File: src/rtl/uart_tx_arbiter.sv
// Two-source byte arbiter feeding a UART transmitter: keyboard and VT100 reply FIFOs.
// Define UART_TX_RR_EN for round-robin arbitration; default is fixed reply-first priority.
module uart_tx_arbiter #(
    parameter int unsigned FIFO_DEPTH  = 8,
    parameter int unsigned ACK_TIMEOUT = 15
) (
    input  logic       clk,
    input  logic       rst,
    input  logic       keyValid,
    input  logic [7:0] keyData,
    output logic       keyFull,
    input  logic       replyValid,
    input  logic [7:0] replyData,
    output logic       replyFull,
    output logic       txStart,
    output logic [7:0] txData,
    input  logic       txBusy,
    output logic       activeSource,
    output logic [7:0] dropCount
);

    localparam int unsigned AW = $clog2(FIFO_DEPTH);
    localparam int unsigned CW = AW + 1;
    localparam logic [CW-1:0] DEPTH_C  = CW'(FIFO_DEPTH);
    localparam logic [7:0]    TMO_LAST = 8'(ACK_TIMEOUT - 1);

    localparam logic [1:0] IDLE      = 2'd0;
    localparam logic [1:0] START     = 2'd1;
    localparam logic [1:0] WAIT_ACK  = 2'd2;
    localparam logic [1:0] WAIT_DONE = 2'd3;

    // Index 0 is the keyboard FIFO, index 1 the reply FIFO.
    logic [7:0]    mem_q    [2][FIFO_DEPTH];
    logic [AW-1:0] wr_ptr_q [2];
    logic [AW-1:0] rd_ptr_q [2];
    logic [CW-1:0] cnt_q    [2];
    logic [7:0]    push_data[2];
    logic [7:0]    head     [2];
    logic [1:0]    push_valid, push_ok, pop, full, nonempty, drop;

    logic [1:0] state_q, state_d;
    logic       src_q, src_d;
    logic [7:0] data_q, data_d;
    logic [7:0] tmo_q, tmo_d;
    logic [7:0] drop_q, drop_d;
    logic [8:0] drop_sum;
    logic       sel;

    assign push_valid   = {replyValid, keyValid};
    assign push_data[0] = keyData;
    assign push_data[1] = replyData;

    // A pop in the same cycle frees the slot, so a push to a full FIFO then still lands.
    always_comb begin
        pop = '0;
        if (state_q == WAIT_ACK && txBusy) begin
            pop[src_q] = 1'b1;
        end
        for (int unsigned s = 0; s < 2; s++) begin
            full[s]     = (cnt_q[s] == DEPTH_C);
            nonempty[s] = (cnt_q[s] != '0);
            head[s]     = mem_q[s][rd_ptr_q[s]];
            push_ok[s]  = push_valid[s] && (!full[s] || pop[s]);
            drop[s]     = push_valid[s] && full[s] && !pop[s];
        end
    end

    always_ff @(posedge clk) begin
        for (int unsigned s = 0; s < 2; s++) begin
            if (push_ok[s]) begin
                mem_q[s][wr_ptr_q[s]] <= push_data[s];
            end
        end
    end

    always_ff @(posedge clk or posedge rst) begin
        if (rst) begin
            for (int unsigned s = 0; s < 2; s++) begin
                wr_ptr_q[s] <= '0;
                rd_ptr_q[s] <= '0;
                cnt_q[s]    <= '0;
            end
        end else begin
            for (int unsigned s = 0; s < 2; s++) begin
                if (push_ok[s]) wr_ptr_q[s] <= wr_ptr_q[s] + AW'(1);
                if (pop[s])     rd_ptr_q[s] <= rd_ptr_q[s] + AW'(1);
                cnt_q[s] <= cnt_q[s] + CW'(push_ok[s]) - CW'(pop[s]);
            end
        end
    end

`ifdef UART_TX_RR_EN
    // last_q remembers the source of the last popped byte; reset value favours reply first.
    logic last_q;

    assign sel = (nonempty == 2'b11) ? ~last_q : nonempty[1];

    always_ff @(posedge clk or posedge rst) begin
        if (rst) begin
            last_q <= 1'b0;
        end else if (pop != '0) begin
            last_q <= src_q;
        end
    end
`else
    assign sel = nonempty[1];
`endif

    always_comb begin
        state_d = state_q;
        src_d   = src_q;
        data_d  = data_q;
        tmo_d   = tmo_q;
        case (state_q)
            IDLE: begin
                if ((nonempty != '0) && !txBusy) begin
                    src_d   = sel;
                    data_d  = head[sel];
                    state_d = START;
                end
            end
            START: begin
                tmo_d   = '0;
                state_d = WAIT_ACK;
            end
            WAIT_ACK: begin
                if (txBusy) begin
                    state_d = WAIT_DONE;
                end else if (tmo_q == TMO_LAST) begin
                    state_d = IDLE;
                end else begin
                    tmo_d = tmo_q + 8'd1;
                end
            end
            default: begin
                if (!txBusy) state_d = IDLE;
            end
        endcase
    end

    assign drop_sum = {1'b0, drop_q} + 9'(drop[0]) + 9'(drop[1]);
    assign drop_d   = drop_sum[8] ? 8'hFF : drop_sum[7:0];

    always_ff @(posedge clk or posedge rst) begin
        if (rst) begin
            state_q <= IDLE;
            src_q   <= 1'b0;
            data_q  <= '0;
            tmo_q   <= '0;
            drop_q  <= '0;
        end else begin
            state_q <= state_d;
            src_q   <= src_d;
            data_q  <= data_d;
            tmo_q   <= tmo_d;
            drop_q  <= drop_d;
        end
    end

    assign txStart      = (state_q == START);
    assign txData       = data_q;
    assign activeSource = src_q;
    assign dropCount    = drop_q;
    assign keyFull      = full[0];
    assign replyFull    = full[1];

endmodule

File: config.mk
export PLATFORM = sky130hd
export DESIGN_NAME = uart_tx_arbiter
export DESIGN_NICKNAME = d
export VERILOG_FILES = /design/src/rtl/uart_tx_arbiter.sv
export SDC_FILE = /design/constraint.sdc
export NUM_CORES = 1
export LEC_CHECK = 0
export CAP_MARGIN = 20
export CORE_UTILIZATION = 54
export CTS_CLUSTER_DIAMETER = 30
export DETAILED_ROUTE_END_ITERATION = 6
export PLACE_DENSITY = 0.74
export SLEW_MARGIN = 5
export SYNTH_ARGS = -nofsm -noshare
export SYNTH_HDL_FRONTEND = slang
export SYNTH_SLANG_ARGS = --single-unit
File: constraint.sdc
create_clock -name clk -period 2.8 [get_ports clk]
set_clock_uncertainty 0.15 [all_clocks]
set_input_delay 0.56 -clock clk [delete_from_list [all_inputs] [get_ports clk]]
set_output_delay 0.56 -clock clk [all_outputs]
set_load 0.1 [all_outputs]
==> results of run 1 <==
[layout make-up]
| class | instances | share of cell area [%] |
|---|---|---|
| flip-flops and latches | 175 | 56.43 |
| multi-input cells | 236 | 26.02 |
| repair buffers | 81 | 7.397 |
| clock buffers | 17 | 4.781 |
| well taps | 176 | 2.475 |
| clock inverters | 15 | 1.884 |
| inverters | 24 | 1.013 |
[worst max-delay path, delay by kind of cell, from the launching register on]
| family | cells | cell delay, ns |
|---|---|---|
| DFF | 1 | 0.43 |
| adders and majority gates | 4 | 1.06 |
| xor gates and xnor gates | 1 | 0.14 |
| AOI/OAI and AO/OA | 1 | 0.21 |
| buffers and inverters | 4 | 0.27 |
| and+or+nand+nor | 1 | 0.16 |
[per-layer routing]
metal	up-vias	global-route usage, %
met5	-	0
li1	1875	-
met4	0	9.531
met3	31	5.608
met2	93	35.12
met1	2132	28.24
[where the power goes]
| group | leakage (nW) | total [W] | internal [W] | switching [W] |
|---|---|---|---|---|
| clock network | 0.294 | 0.00237 | 0.00140 | 0.000972 |
| logic | 1.36 | 0.00350 | 0.00139 | 0.00210 |
| registers | 1.75 | 0.00377 | 0.00335 | 0.000424 |
| total | 3.40 | 0.00964 | 0.00614 | 0.00350 |
[sequential cells by signal (all words and copies together), names as in the netlist]
register      count
activeSource      1
cnt_q             8
dropCount         8
mem_q           128
rd_ptr_q          6
state_q           2
tmo_q             8
txData            8
wr_ptr_q          6
[stage by stage]
stage | util, % | std cells | setup slack, ns | setup TNS, ns | area [sq um]
2_1_floorplan | - | 451 | -0.2322 | -2.392 | 7555
3_3_place_gp | 62.20 | 692 | -0.003924 | -0.003924 | 8302
3_5_place_dp | 62.20 | 692 | -0.05505 | -0.1615 | 8302
4_1_cts | 66.64 | 724 | 0.1851 | 0 | 8895
5_1_grt | 66.66 | 724 | 0.07430 | 0 | 8897
6_report | 66.66 | 724 | 0.2556 | 0 | 8897
[layout by cell type, fill, tap and decap left out, types with 3 or more instances in the layout]
cell               n
edfxtp_1         128
buf_4             61
dfrtp_1           46
nand2_1           37
mux4_2            29
clkdlybuf4s50_1   20
inv_1             19
ha_1              17
clkbuf_16         17
mux2i_1           16
nor2_1            15
a21oi_1           14
xnor2_1           10
nand2b_1           8
a22o_1             8
xor2_1             7
o21ai_0            7
nor3_1             6
inv_2              5
clkinv_2           5
a21o_1             4
o211ai_1           3
nand3_1            3
mux4_1             3
o31ai_1            3
a21boi_2           3
ha_2               3
bufinv_16          3
[cells by family after synthesis]
kind of cell	synth area share, %
xor gates and xnor gates	1.991
DFF	67.14
adders and majority gates	4.485
muxes	12.23
and+or+nand+nor	6.409
AOI/OAI and AO/OA	4.803
buffers and inverters	2.945
[final timing paths]
kind,to,slack [ns],depth (start not counted)
max reg2reg,cnt_q[2],0.26,11
min in group asynchronous,dropCount[2],0.44,2
min,wr_ptr_q[3],0.39,2
max,cnt_q[2],0.26,11
max in group asynchronous,txData[6],1.43,3
min reg2reg,wr_ptr_q[3],0.39,2
[timing repair]
item | 4_1_cts | 5_1_grt
endpoints found under the setup margin | 0 | 1
gates resized for setup | 0 | 1
hold buffers | 0 | 0
==> impl_metrics.env, run 1 <==
export IMPL_run_status="finished clean"
export IMPL_syn_avg_cell_area_sq_um=16.58
export IMPL_synth_nets=497
export IMPL_synthTopCellsByCount="edfxtp_1, dfrtp_1, nand2_1"
export IMPL_dr_max_layer_used="met4"
export IMPL_drive_gt1_share_pct=27.19
export IMPL_required_ns=2.97
export IMPL_critPathMaxFanout=7
export IMPL_hpwlAfterDp_um=9491
export IMPL_wl_met2_um=7058
export IMPL_port_buffer_count=40
export IMPL_place_gp_congestion=0.7819
export IMPL_start_util_pct=56.02
export IMPL_finalNetCount=581
export IMPL_grt_pass1_vias=4359
export IMPL_hp_start="wr_ptr_q[3]"
export IMPL_grt_pass1_wl_um=22600
export IMPL_async_flop_share_pct=26.86
export IMPL_cts_clk_slew_worst_paths_ns=0.06
export IMPL_num_vias=4131
export IMPL_dieArea_sq_um=14320
export IMPL_cts_sink_count=175
export IMPL_endpoint_kind="register"
export IMPL_cts_made_buffers=17
export IMPL_cts_htree_levels=4
export IMPL_via_per_inst=5.706
export IMPL_slew_viol_final=0
export IMPL_synth_warnings=0
export IMPL_synth_edf_count=128
export IMPL_multiInputGateArea_sq_um=2315
export IMPL_fin_crit_ns=2.544
export IMPL_cp_start_kind="register"
export IMPL_slowest_delay_ns=0.43
export IMPL_met1_length_um=6019
export IMPL_grt_usage_pct=21.83
export IMPL_cpMostUsedCell="inv_1"
export IMPL_fp_row_count=42
export IMPL_post_cts_buffers=0
export IMPL_ys_dominant_reg_cell="edfxtp_1"
export IMPL_peakVddDrop_mv=0.6785
export IMPL_path_cells="inv_1 > ha_2 > nand3_1 > a21boi_2 > inv_2 > ha_1 > inv_1 > ha_1 > inv_1 > fa_1 > xnor2_1"
export IMPL_hold_path_class="register to register"
export IMPL_ys_ff_latch=175
export IMPL_finalHoldViolCount=0
export IMPL_max_freq_mhz=393.0
export IMPL_syn_inst=451
export IMPL_finalWirelength_um=13980
export IMPL_wire_per_inst_um=19.31
export IMPL_antenna_found_initial=0
export IMPL_maxCapViolations=0
export IMPL_grt_max_degree=37
export IMPL_grt_overflow_total=0
export IMPL_io_pins=41
export IMPL_insertion_delay_ns=0.43
export IMPL_holdWs_ns=0.3870
export IMPL_wl_met3_um=593
export IMPL_crit_arrival_ns=2.71
export IMPL_slowest_stage="dfrtp_1"
export IMPL_yosys_area_top_type="edfxtp_1"
export IMPL_syn_area_sq_um=7477
export IMPL_cts_max_path_buffers=2
export IMPL_core_sq_um=13350
export IMPL_regArea_sq_um=5021
export IMPL_drc=0
export IMPL_r2r_start="state_q[0]"
export IMPL_timing_final_crit_share_pct=90.87
export IMPL_drt_first_iter_violations=277
export IMPL_worst_pin_slew_ns=0.7675
export IMPL_cp_startpoint="state_q[0]"
export IMPL_dieWidth_um=119.7
export IMPL_slew_headroom_pct=48.76
export IMPL_rsz0062_at_grt="false"
export IMPL_ys_seq_area_share_pct=67.14
export IMPL_ant_nets=0
export IMPL_areaGrowthSynthToFinish_pct=18.99
export IMPL_dr_pass1_iters=5
export IMPL_yosysMostFrequentCell="edfxtp_1"
export IMPL_synth_top_cell_area_share_pct=51.41
export IMPL_fill_cells=921
export IMPL_antenna_cells=0
export IMPL_p_leak_nw=3.405
export IMPL_die_y_um=119.7
export IMPL_setup_violations_final=0
export IMPL_cts_tree="built"
export IMPL_report_power_total_w=0.009636
export IMPL_power_density_nw_per_um2=1083
export IMPL_ys_types=53
export IMPL_worstSetupPathType="register to register"
export IMPL_clockRootBuffer="clkbuf_16"
export IMPL_synth_area_leaders="edfxtp_1, dfrtp_1, mux4_2, ha_1, mux2i_1"
No activity file was read; power rests on OpenSTA's default activity.
==> run 2: changes to the inputs <==
--- a/config.mk
+++ b/config.mk
@@ -10,7 +10,7 @@
 export CTS_CLUSTER_DIAMETER = 30
 export DETAILED_ROUTE_END_ITERATION = 6
 export PLACE_DENSITY = 0.74
-export SLEW_MARGIN = 5
+export SLEW_MARGIN = 40
 export SYNTH_ARGS = -nofsm -noshare
 export SYNTH_HDL_FRONTEND = slang
 export SYNTH_SLANG_ARGS = --single-unit
==> impl_metrics.env, run 2 (same netlist as run 1, synthesis figures left out) <==
export IMPL_dr_pass1_iters=7
export IMPL_finalNetCount=581
export IMPL_max_freq_mhz=393.4
export IMPL_peakVddDrop_mv=0.6785
export IMPL_port_buffer_count=40
export IMPL_io_pins=41
export IMPL_maxCapViolations=0
export IMPL_drc=0
export IMPL_insertion_delay_ns=0.43
export IMPL_clockPowerShare_pct=24.6
export IMPL_grt_pass1_vias=4359
export IMPL_wire_per_inst_um=19.24
export IMPL_cts_sink_count=175
export IMPL_cts_tree="built"
export IMPL_worstSetupPathType="register to register"
export IMPL_placed_area_sq_um=8302
export IMPL_ant_nets=0
export IMPL_grt_usage_pct=21.83
export IMPL_grt_overflow_total=0
export IMPL_setup_violations_final=0
export IMPL_critPathBufInv=4
export IMPL_critPathMaxFanout=7
export IMPL_timing_final_crit_share_pct=90.78
export IMPL_drt_first_iter_violations=308
export IMPL_finalWirelength_um=13930
export IMPL_antenna_found_initial=0
export IMPL_report_power_total_w=0.009629
export IMPL_grt_max_degree=37
export IMPL_via_per_inst=5.692
export IMPL_hpwlAfterDp_um=9491
export IMPL_largest_reg_flops=128
export IMPL_rsz0062_at_grt="false"
export IMPL_dp_slack_ns=-0.05505
export IMPL_path_cells="inv_1 > ha_2 > nand3_1 > a21boi_2 > inv_2 > ha_1 > inv_1 > ha_1 > inv_1 > fa_1 > xnor2_1"
export IMPL_cpMostUsedCell="inv_1"
export IMPL_cts_htree_levels=4
export IMPL_areaGrowthSynthToFinish_pct=19.01
export IMPL_mostFrequentLayoutCells="edfxtp_1, buf_4, dfrtp_1"
export IMPL_place_gp_congestion=0.7819
export IMPL_swShare_pct=36.29
export IMPL_die_y_um=119.7
export IMPL_dieArea_sq_um=14320
export IMPL_hold_path_class="input pin to async pin"
export IMPL_num_vias=4121
export IMPL_tns_ns=0
export IMPL_core_sq_um=13350
export IMPL_rrSetupSlack_ns=0.26
export IMPL_finalHoldViolCount=0
export IMPL_p_int_w=0.006135
export IMPL_slowest_delay_ns=0.43
export IMPL_cp_start_kind="register"
export IMPL_grt_pass1_wl_um=22600
export IMPL_fin_util_pct=66.67
export IMPL_worst_pin_slew_ns=0.6299
export IMPL_cts_max_path_buffers=2
export IMPL_pwr_share_comb_pct=36.3
export IMPL_slew_viol_final=0
export IMPL_setup_ws_ns=0.2581
export IMPL_cts_clk_slew_worst_paths_ns=0.07
export IMPL_pwr_share_seq_pct=39.1
export IMPL_p_leak_nw=3.404
export IMPL_slowest_stage="dfrtp_1"
export IMPL_slew_headroom_pct=57.96
export IMPL_antenna_cells=0
export IMPL_drive_gt1_share_pct=27.19
export IMPL_fill_cells=921
export IMPL_post_cts_buffers=0
export IMPL_crit_arrival_ns=2.71
export IMPL_fin_crit_ns=2.542
export IMPL_dieWidth_um=119.7
export IMPL_endpoint_kind="register"
export IMPL_final_area_sq_um=8899
export IMPL_cts_made_buffers=17
export IMPL_final_common_cell="edfxtp_1"
export IMPL_run_status="finished clean"
export IMPL_p_sw_w=0.003494
export IMPL_power_density_nw_per_um2=1082
export IMPL_start_util_pct=56.02
export IMPL_required_ns=2.96
export IMPL_postCtsHoldBufs=0
export IMPL_fp_row_count=42
export IMPL_clockRootBuffer="clkbuf_16"
export IMPL_crit_family="adder cells"
-- run 2: metal layers --
layer  global-route usage, %  part of all wire (%)  wire [um]
met2                   35.12                    51       7092
met3                   5.608                   4.3        595
met4                   9.531                   1.8        252
met1                   28.24                    43       5991
met5                       0                     0          0
-- run 2: power groups by stage --
stage	logic, W	registers, W	clock network (W)
after CTS	0.00354	0.00377	0.00240
after detailed placement	0.00351	0.00381	0
after global routing	0.00378	0.00383	0.00250
after floorplan	0.00208	0.00431	0
after global placement	0.00339	0.00377	0
final	0.00349	0.00377	0.00237
-- run 2: final timing paths --
check	startpoint	to	depth (start not counted)
max	state_q[0]	cnt_q[2]	11
max reg2reg	state_q[0]	cnt_q[2]	11
min reg2reg	wr_ptr_q[3]	wr_ptr_q[3]	2
min	rst	dropCount[1]	2
max in group asynchronous	rst	txData[6]	3
min in group clk	wr_ptr_q[3]	wr_ptr_q[3]	2
-- run 2: stage by stage --
| stage | hold WS [ns] | cells |
|---|---|---|
| 2_1_floorplan | 0.3356 | 451 |
| 3_3_place_gp | 0.3528 | 692 |
| 3_5_place_dp | 0.3685 | 692 |
| 4_1_cts | 0.3855 | 724 |
| 5_1_grt | 0.4224 | 724 |
| 6_report | 0.3683 | 724 |
-- run 2: timing repair --
action / CTS / global route
resized for setup: 0 / 1
endpoints found under the setup margin: 0 / 1
endpoints found under the hold margin: 0 / 0
-- run 2: cell type report --
cell class / instances / area [sq um] / area share (%)
Multi-Input combinational cell: 236 / 2315 / 26.01
Tap cell: 176 / 220.2 / 2.475
Inverter: 24 / 91.34 / 1.026
Sequential cell: 175 / 5021 / 56.43
Timing Repair Buffer: 81 / 658.1 / 7.396
Clock buffer: 17 / 425.4 / 4.781
Clock inverter: 15 / 167.7 / 1.884
